<file path="config.mk">
export PLATFORM = sky130hd
export DESIGN_NAME = vend_ctrl_param
export DESIGN_NICKNAME = d
export VERILOG_FILES = /design/src/rtl/vend_ctrl_param.sv
export SDC_FILE = /design/constraint.sdc
export NUM_CORES = 1
export LEC_CHECK = 0
export ABC_AREA = 1
export BUFFER_PORTS_ARGS = -buffer_cell sky130_fd_sc_hd__buf_2
export CORE_MARGIN = 2
export CORE_UTILIZATION = 29
export CTS_BUF_LIST = sky130_fd_sc_hd__clkbuf_8
export DETAILED_ROUTE_END_ITERATION = 6
export PLACE_DENSITY = 0.47
export SLEW_MARGIN = 20
export SYNTH_ARGS = -nofsm -noshare
export SYNTH_HDL_FRONTEND = slang
export SYNTH_SLANG_ARGS = --single-unit
</file>
<file path="constraint.sdc">
create_clock -name clk -period 2.6 [get_ports clk]
set_input_delay 0.13 -clock clk [delete_from_list [all_inputs] [get_ports clk]]
set_output_delay 0.13 -clock clk [all_outputs]
set_load 0.01 [all_outputs]
</file>
<file path="src/rtl/vend_ctrl_param.sv">
// Vending controller with a two-denomination credit balance and a runtime price table.
// Change is paid out greedily, one coin per cycle. Cancel refunds the whole balance.
module vend_ctrl_param #(
    parameter int unsigned LO_VAL     = 5,
    parameter int unsigned HI_VAL     = 10,
    parameter int unsigned NUM_ITEMS  = 4,
    parameter int unsigned IDX_W      = 2,
    parameter int unsigned CREDIT_W   = 8,
    parameter int unsigned MAX_CREDIT = 200
) (
    input  logic                            clk,
    input  logic                            reset_n,
    input  logic                            coin_lo_i,
    input  logic                            coin_hi_i,
    input  logic                            sel_valid_i,
    input  logic [IDX_W-1:0]                sel_idx_i,
    input  logic                            cancel_i,
    input  logic [NUM_ITEMS*CREDIT_W-1:0]   prices_i,
    output logic [CREDIT_W-1:0]             credit_o,
    output logic                            busy_o,
    output logic                            vend_o,
    output logic [IDX_W-1:0]                vend_idx_o,
    output logic                            coin_out_lo_o,
    output logic                            coin_out_hi_o,
    output logic                            coin_rej_o,
    output logic                            err_funds_o,
    output logic                            err_idx_o
);

    typedef enum logic [1:0] {
        IDLE   = 2'd0,
        CHECK  = 2'd1,
        CHANGE = 2'd2
    } state_t;

    localparam logic [CREDIT_W:0] LO_W  = (CREDIT_W+1)'(LO_VAL);
    localparam logic [CREDIT_W:0] HI_W  = (CREDIT_W+1)'(HI_VAL);
    localparam logic [CREDIT_W:0] MAX_W = (CREDIT_W+1)'(MAX_CREDIT);

    state_t              state;
    logic [CREDIT_W-1:0] credit;
    logic [CREDIT_W-1:0] price_q;
    logic [IDX_W-1:0]    idx_q;

    logic [CREDIT_W:0]   coin_sum;
    logic                coin_any;
    logic                coin_ok;
    logic [CREDIT_W-1:0] credit_new;
    logic [CREDIT_W-1:0] sel_price;
    logic                sel_idx_ok;
    logic [CREDIT_W:0]   price_diff;
    logic                funds_ok;

    assign credit_o = credit;

    always_comb begin
        coin_sum   = {1'b0, credit} + (coin_lo_i ? LO_W : '0) + (coin_hi_i ? HI_W : '0);
        coin_any   = coin_lo_i | coin_hi_i;
        coin_ok    = (coin_sum <= MAX_W);
        credit_new = coin_ok ? coin_sum[CREDIT_W-1:0] : credit;
        sel_idx_ok = (32'(sel_idx_i) < NUM_ITEMS);
        sel_price  = '0;
        for (int unsigned k = 0; k < NUM_ITEMS; k++) begin
            if (32'(sel_idx_i) == k)
                sel_price = prices_i[k*CREDIT_W +: CREDIT_W];
        end
        // Extra borrow bit: credit < price shows up as a set MSB instead of wrapping.
        price_diff = {1'b0, credit} - {1'b0, price_q};
        funds_ok   = ~price_diff[CREDIT_W];
    end

    always_ff @(posedge clk or negedge reset_n) begin
        if (!reset_n) begin
            state         <= IDLE;
            credit        <= '0;
            price_q       <= '0;
            idx_q         <= '0;
            busy_o        <= 1'b0;
            vend_o        <= 1'b0;
            vend_idx_o    <= '0;
            coin_out_lo_o <= 1'b0;
            coin_out_hi_o <= 1'b0;
            coin_rej_o    <= 1'b0;
            err_funds_o   <= 1'b0;
            err_idx_o     <= 1'b0;
        end else begin
            vend_o        <= 1'b0;
            vend_idx_o    <= '0;
            coin_out_lo_o <= 1'b0;
            coin_out_hi_o <= 1'b0;
            coin_rej_o    <= 1'b0;
            err_funds_o   <= 1'b0;
            err_idx_o     <= 1'b0;

            case (state)
                IDLE: begin
                    if (coin_any) begin
                        if (coin_ok) credit <= coin_sum[CREDIT_W-1:0];
                        else         coin_rej_o <= 1'b1;
                    end
                    // An asserted cancel always masks a selection, even when it is a no-op.
                    if (cancel_i) begin
                        if (credit_new != '0) begin
                            state  <= CHANGE;
                            busy_o <= 1'b1;
                        end
                    end else if (sel_valid_i) begin
                        if (!sel_idx_ok) begin
                            err_idx_o <= 1'b1;
                        end else begin
                            idx_q   <= sel_idx_i;
                            price_q <= sel_price;
                            state   <= CHECK;
                            busy_o  <= 1'b1;
                        end
                    end
                end

                CHECK: begin
                    coin_rej_o <= coin_any;
                    if (funds_ok) begin
                        credit     <= price_diff[CREDIT_W-1:0];
                        vend_o     <= 1'b1;
                        vend_idx_o <= idx_q;
                        state      <= CHANGE;
                    end else begin
                        err_funds_o <= 1'b1;
                        state       <= IDLE;
                        busy_o      <= 1'b0;
                    end
                end

                CHANGE: begin
                    coin_rej_o <= coin_any;
                    if ({1'b0, credit} >= HI_W) begin
                        coin_out_hi_o <= 1'b1;
                        credit        <= credit - HI_W[CREDIT_W-1:0];
                    end else if ({1'b0, credit} >= LO_W) begin
                        coin_out_lo_o <= 1'b1;
                        credit        <= credit - LO_W[CREDIT_W-1:0];
                    end else begin
                        state  <= IDLE;
                        busy_o <= 1'b0;
                    end
                end

                default: begin
                    state  <= IDLE;
                    busy_o <= 1'b0;
                end
            endcase
        end
    end

endmodule

</file>
Word level (Yosys, flattened, before mapping)
Cells that the tools add are included.
{"block": "word_totals", "word_cells": 83, "ff_bits": 28, "input_bits": 40}
{"block": "classes", "magnitude_cmp": 3, "reduce_logical": 9, "add_sub_neg": 5, "n_bitwise": 2, "n_mux": 40, "n_eq_ne": 13}
{"op": "2-to-1 mux 8 bit", "n": 9}
{"op": "case mux 8 bit (3 select lines)", "n": 1}
{"op": "2-to-1 mux 1 bit", "n": 17}
{"op": "2-to-1 mux 2 bit", "n": 8}
{"op": "inequality test 2 bit (second input constant)", "n": 5}
{"op": "adder 8 x 3 -> 9 bit", "n": 1}
{"op": "adder 9 x 4 -> 9 bit", "n": 1}
{"op": "<= comparator 9 x 8 -> 1 bit (second input constant)", "n": 1}
{"op": "inequality test 3 bit (second input constant)", "n": 3}
{"op": "subtractor 8 x 8 -> 9 bit", "n": 1}
{"op": "greater-or-equal comparator 8 x 3 -> 1 bit (second input constant)", "n": 1}
{"op": "greater-or-equal comparator 8 x 4 -> 1 bit (second input constant)", "n": 1}
{"op": "AND reduction 4 bit", "n": 2}
{"op": "nonzero test 8 bit", "n": 1}
{"op": "subtractor 8 x 3 -> 8 bit (second input constant)", "n": 1}
{"op": "subtractor 8 x 4 -> 8 bit (second input constant)", "n": 1}
{"op": "equality test 2 bit (second input constant)", "n": 3}
{"op": "case mux 2 bit (3 select lines)", "n": 1}
{"op": "AND reduction 5 bit", "n": 1}
{"op": "equality test 2 x 1 -> 1 bit (second input constant)", "n": 2}
{"op": "zero test 2 bit", "n": 2}
{"op": "2-to-1 mux 4 bit", "n": 1}
{"op": "2-to-1 mux 3 bit", "n": 1}
{"op": "case mux 1 bit (3 select lines)", "n": 1}
{"op": "other kinds (6)", "n": 6}

Logic depth before layout (Yosys ltp)
{"block": "logic_depth", "word_depth": 9, "mapped_depth": 19, "ltp_nobuf": 18}

Least setup slack after synthesis
OpenSTA, ideal clock, no wires.
{"block": "synth_path", "path_type": "register to register", "start": "register credit[0], in the netlist credit_o[0]", "end": "register credit[6], in the netlist credit_o[6]", "stages_incl_launch_ff": 19, "required_ns": 2.473, "setup_slack_ns": 0.105, "setup_time_ns": 0.127, "arrival_time_ns": 2.368, "cell_sequence": "dfrtp_1 -> inv_1 -> ha_1 -> inv_1 -> fa_1 -> nand2_1 -> nand2_1 -> nand2_1 -> nand2_1 -> nand2_1 -> nand2_1 -> a21oi_1 -> nor2_1 -> o21ai_1 -> nand2_1 -> o21ai_2 -> inv_2 -> nor2_1 -> a31oi_1"}
{"block": "synth_between", "elab_chain_cells": 6, "elab_cells_between_ends": 17, "classes_between": "add/sub: 5; order compare: 3; eq/ne: 2; mux: 6; reduce/logical: 1"}
{"element": "from (decl)", "line": "41", "source": "logic [CREDIT_W-1:0] credit;"}
{"element": "from (signal assigned)", "line": "98", "source": "if (coin_ok) credit <= coin_sum[CREDIT_W-1:0];"}
{"element": "from (signal assigned)", "line": "122", "source": "credit <= price_diff[CREDIT_W-1:0];"}
{"element": "from (signal assigned)", "line": "137", "source": "credit <= credit - HI_W[CREDIT_W-1:0];"}
{"element": "adder 8 x 3 -> 9 bit", "line": "57", "source": "coin_sum = {1'b0, credit} + (coin_lo_i ? LO_W : '0) + (coin_hi_i ? HI_W : '0);"}
{"element": "adder 9 x 4 -> 9 bit", "line": "57"}
{"element": "<= comparator 9 x 8 -> 1 bit", "line": "59", "source": "coin_ok = (coin_sum <= MAX_W);"}
{"element": "2-to-1 mux 8 bit", "line": "98"}
{"element": "2-to-1 mux 8 bit", "line": "97", "source": "if (coin_any) begin"}
{"element": "case mux 8 bit (3 select lines)", "line": "95", "source": "case (state)"}
Several ways; a longest one is shown, not always the timed one. The select of a mux whose other input is x is not followed.
A chain may end at the register's enable or synchronous reset.

Worst setup path after layout
{"block": "layout_path", "start": "register credit[0], in the netlist credit_o[0]", "end": "register state[0]"}
{"block": "layout_between", "elab_chain_cells": 7, "elab_cells_between_ends": 11, "classes_between": "add/sub: 2; order compare: 3; eq/ne: 3; mux: 1; reduce/logical: 2"}
{"element": "adder 8 x 3 -> 9 bit", "line": "57"}
{"element": "adder 9 x 4 -> 9 bit", "line": "57"}
{"element": "<= comparator 9 x 8 -> 1 bit", "line": "59"}
{"element": "2-to-1 mux 8 bit"}
{"element": "nonzero test 8 bit", "line": "103", "source": "if (credit_new != '0) begin"}
{"element": "inequality test 3 bit (no source line)"}
{"element": "AND reduction 4 bit (no source line) (*)"}
{"element": "to (signal assigned)", "line": "104", "source": "state <= CHANGE;"}
{"element": "to (signal assigned)", "line": "113", "source": "state <= CHECK;"}
{"element": "to (signal assigned)", "line": "125", "source": "state <= CHANGE;"}
{"element": "to (decl)", "line": "40", "source": "state_t state;"}
Every way passes the cells marked *; elsewhere a longest branch is shown, timed or not.

==> qor.txt <==
die area = 9510 sq um
DR WL met2 = 3.39 mm
CTS Buf Count = 3
DRC = 0
Reg power frac = 0.176
Core ar. = 8590 sq um
min cycle time layout = 2.53 ns
Max Slew Vio Count = 0
PortBufs = 55
top cell type's share of synthesized area = 0.276
Mapped Area = 2540 sq um
Rel. slew slack = 0.576
final setup violation count = 0
WL final = 7.10 mm
Iter 0 DRT Violations = 133
maximum vdd drop = 0.000355 V
critical path type = flop to flop
Placer Congestion = 0.844
number of global-route vias before repair = 2555
final period utilization = 0.972
clock latency on the worst-skew pair = 0.28 ns
Total Routing Usage GR = 0.150
Antenna Nets Post-Route = 0
startpoint types = flop
synth unique cells = 37
RSZ-0062 raised after global routing = yes
flops & latches, synth = 28
CTS tree = yes
routed wl met3 = 210 um
Worst Max-Slew Pin Slew = 0.636 ns
most frequent cells in the layout = nand2_1 (76), buf_2 (55), inv_1 (53)
Power per Cell Area = 1320 nW/um^2
Mean Syn Cell Area = 6.91 sq um
outcome = complete, no violations
clock sink total = 28
Syn Inst Count = 367
Yosys top cell by area = dfrtp_1
sw power = 0.00224 W
1st-pass router iterations = 4
first-pass GRT wire length = 11.9 mm
H-tree levels = 1
Fmax = 396 MHz
power share of the clock group = 0.079
top layer in use = met4
Max Clock Skew = 0.00676 ns
Worst EP arrival = 2.74 ns
Layout Area Growth over Synthesis = 34.2%
Synthesis Warnings = 0
Max-Cap Viols = 0
final hold vios = 0
final core occ = 0.396
Avg Vias per Cell = 4.68
register area share after synthesis = 0.276
io pins = 57
Avg WL per Cell = 12.8 um
total power = 0.00449 W
CTS clk-pin slew, worst paths = 0.11 ns
Pint = 0.00225 W
Max Buffers Root-to-Sink = 2
syn nets = 431
hold slack = 0.112 ns
# rows = 34
DRT met1 WL = 3.37 mm
Starting Density = 0.295
Horiz. Die Dim = 97.5 um
Leak = 1.76 nW
largest net degree at the start of global routing = 29
grt ovf = 0
via count = 2595
initial antenna violation count = 0
most common cell after layout, fill and taps aside = nand2_1
Worst Setup End Kind = flop
diode count = 0
NumNets Final = 512
root buffer cell = clkbuf_8
fraction of layout cells with a size suffix above 1 = 0.318
critical path peak fanout = 7
Logic pwr share = 0.745
top cells by area, synth = dfrtp_1 (28%), nand2_1 (13%), ha_1 (11%)
Sw Ratio = 0.500
Critical Path RT = 2.82 ns
DP Wirelength = 5.77 mm
Hold/Removal Path Class = input port to flop
die height = 97.5 um
## path summary, 6_finish.rpt
check                         endpoint  cells past startpoint  slack (ns)          from
setup / recovery              state[0]                     15        0.07   credit_o[0]
hold / removal              price_q[5]                      3        0.11  prices_i[29]
setup reg to reg              state[0]                     15        0.07   credit_o[0]
hold reg to reg               idx_q[1]                      2        0.49      idx_q[1]
max in group asynchronous  credit_o[1]                      2        1.75       reset_n
min in group asynchronous   price_q[0]                      2        0.39       reset_n
## per-layer routing
| metal | vias up | GRT usage |
|---|---|---|
| met1 | 1158 | 0.197 |
| met3 | 8 | 0.0122 |
| met4 | 0 | 0.0449 |
| met5 | - | 0 |
| li1 | 1373 | - |
| met2 | 56 | 0.262 |
## power groups by stage
stage	Sequential (W)	Clock, W	Combinational, W
global route	0.000816	0.000381	0.00380
CTS	0.000779	0.000368	0.00282
floorplan	0.000833	0	0.00193
detailed placement	0.000788	0	0.00278
global placement	0.000784	0	0.00277
finish	0.000789	0.000353	0.00335
## stage by stage
step,std cells,setup WS (ns),setup TNS (ns),area (sq um)
after floorplan,367,0.105,0,2540
after global placement,537,-0.0501,-0.107,2990
after detailed placement,537,-0.0703,-0.162,2990
after CTS,542,0.0267,0,3100
after global routing,555,-0.0946,-0.585,3400
final,555,0.0738,0,3400
## synth_stat cells (all sizes together)
library cell,instances
or2,1
and2,1
conb,1
a211oi,1
nand4,6
xor2,2
o2111ai,1
nor2,36
o211ai,4
clkbuf,3
nand3b,2
a21oi,21
a22oi,5
o21ai,34
nand2,96
o221ai,1
inv,57
a221oi,6
a31oi,2
fa,2
dfrtp,28
nor3,3
nand3,24
o22ai,3
xnor2,2
ha,22
buf,3
## sequential cells by signal (all words and copies together), names as in the netlist
register       flops
credit_o           8
price_q            8
idx_q              2
state              2
vend_idx_o         2
busy_o             1
coin_out_hi_o      1
coin_out_lo_o      1
coin_rej_o         1
err_funds_o        1
vend_o             1
## kinds of logic after synthesis
family | count (synthesis) | share of synthesized area
buffers and inverters | 63 | 0.104
DFF | 28 | 0.276
xor gates and xnor gates | 4 | 0.0138
other | 1 | 0.00148
AOI/OAI and AO/OA | 78 | 0.187
adders and majority gates | 24 | 0.124
and+or+nand+nor | 169 | 0.293
## critical path, cell delays in order (launching register included)
cell	delay, ns
dfrtp_2	0.46
ha_4	0.19
fa_2	0.42
nand3_2	0.10
nand2_4	0.07
xor2_2	0.21
nand3_2	0.13
nand2_4	0.17
nand3b_1	0.11
nand2_2	0.10
nand2_2	0.06
nor2_4	0.13
nand3_4	0.10
nand2_4	0.09
nand2_1	0.05
o21ai_1	0.07
## repair_timing
| action | 4_1_cts | 5_1_grt |
|---|---|---|
| buffers inserted | 0 | 12 |
| pin swaps | 0 | 27 |
| endpoints found under the setup margin | 3 | 11 |
| gates resized for setup | 4 | 51 |
| cloned | 0 | 1 |
| endpoints found under the hold margin | 28 | 0 |
| hold buffers | 1 | 0 |
## layout make-up
class / count / area (sq um)
Multi-Input combinational cell: 277 / 1780
Clock buffer: 3 / 41.3
Tap cell: 108 / 135
Sequential cell: 28 / 704
Fill cell: 941 / 5190
Clock inverter: 1 / 30.0
Inverter: 57 / 219
Timing Repair Buffer: 81 / 493
(Power assumes the default switching activity.)
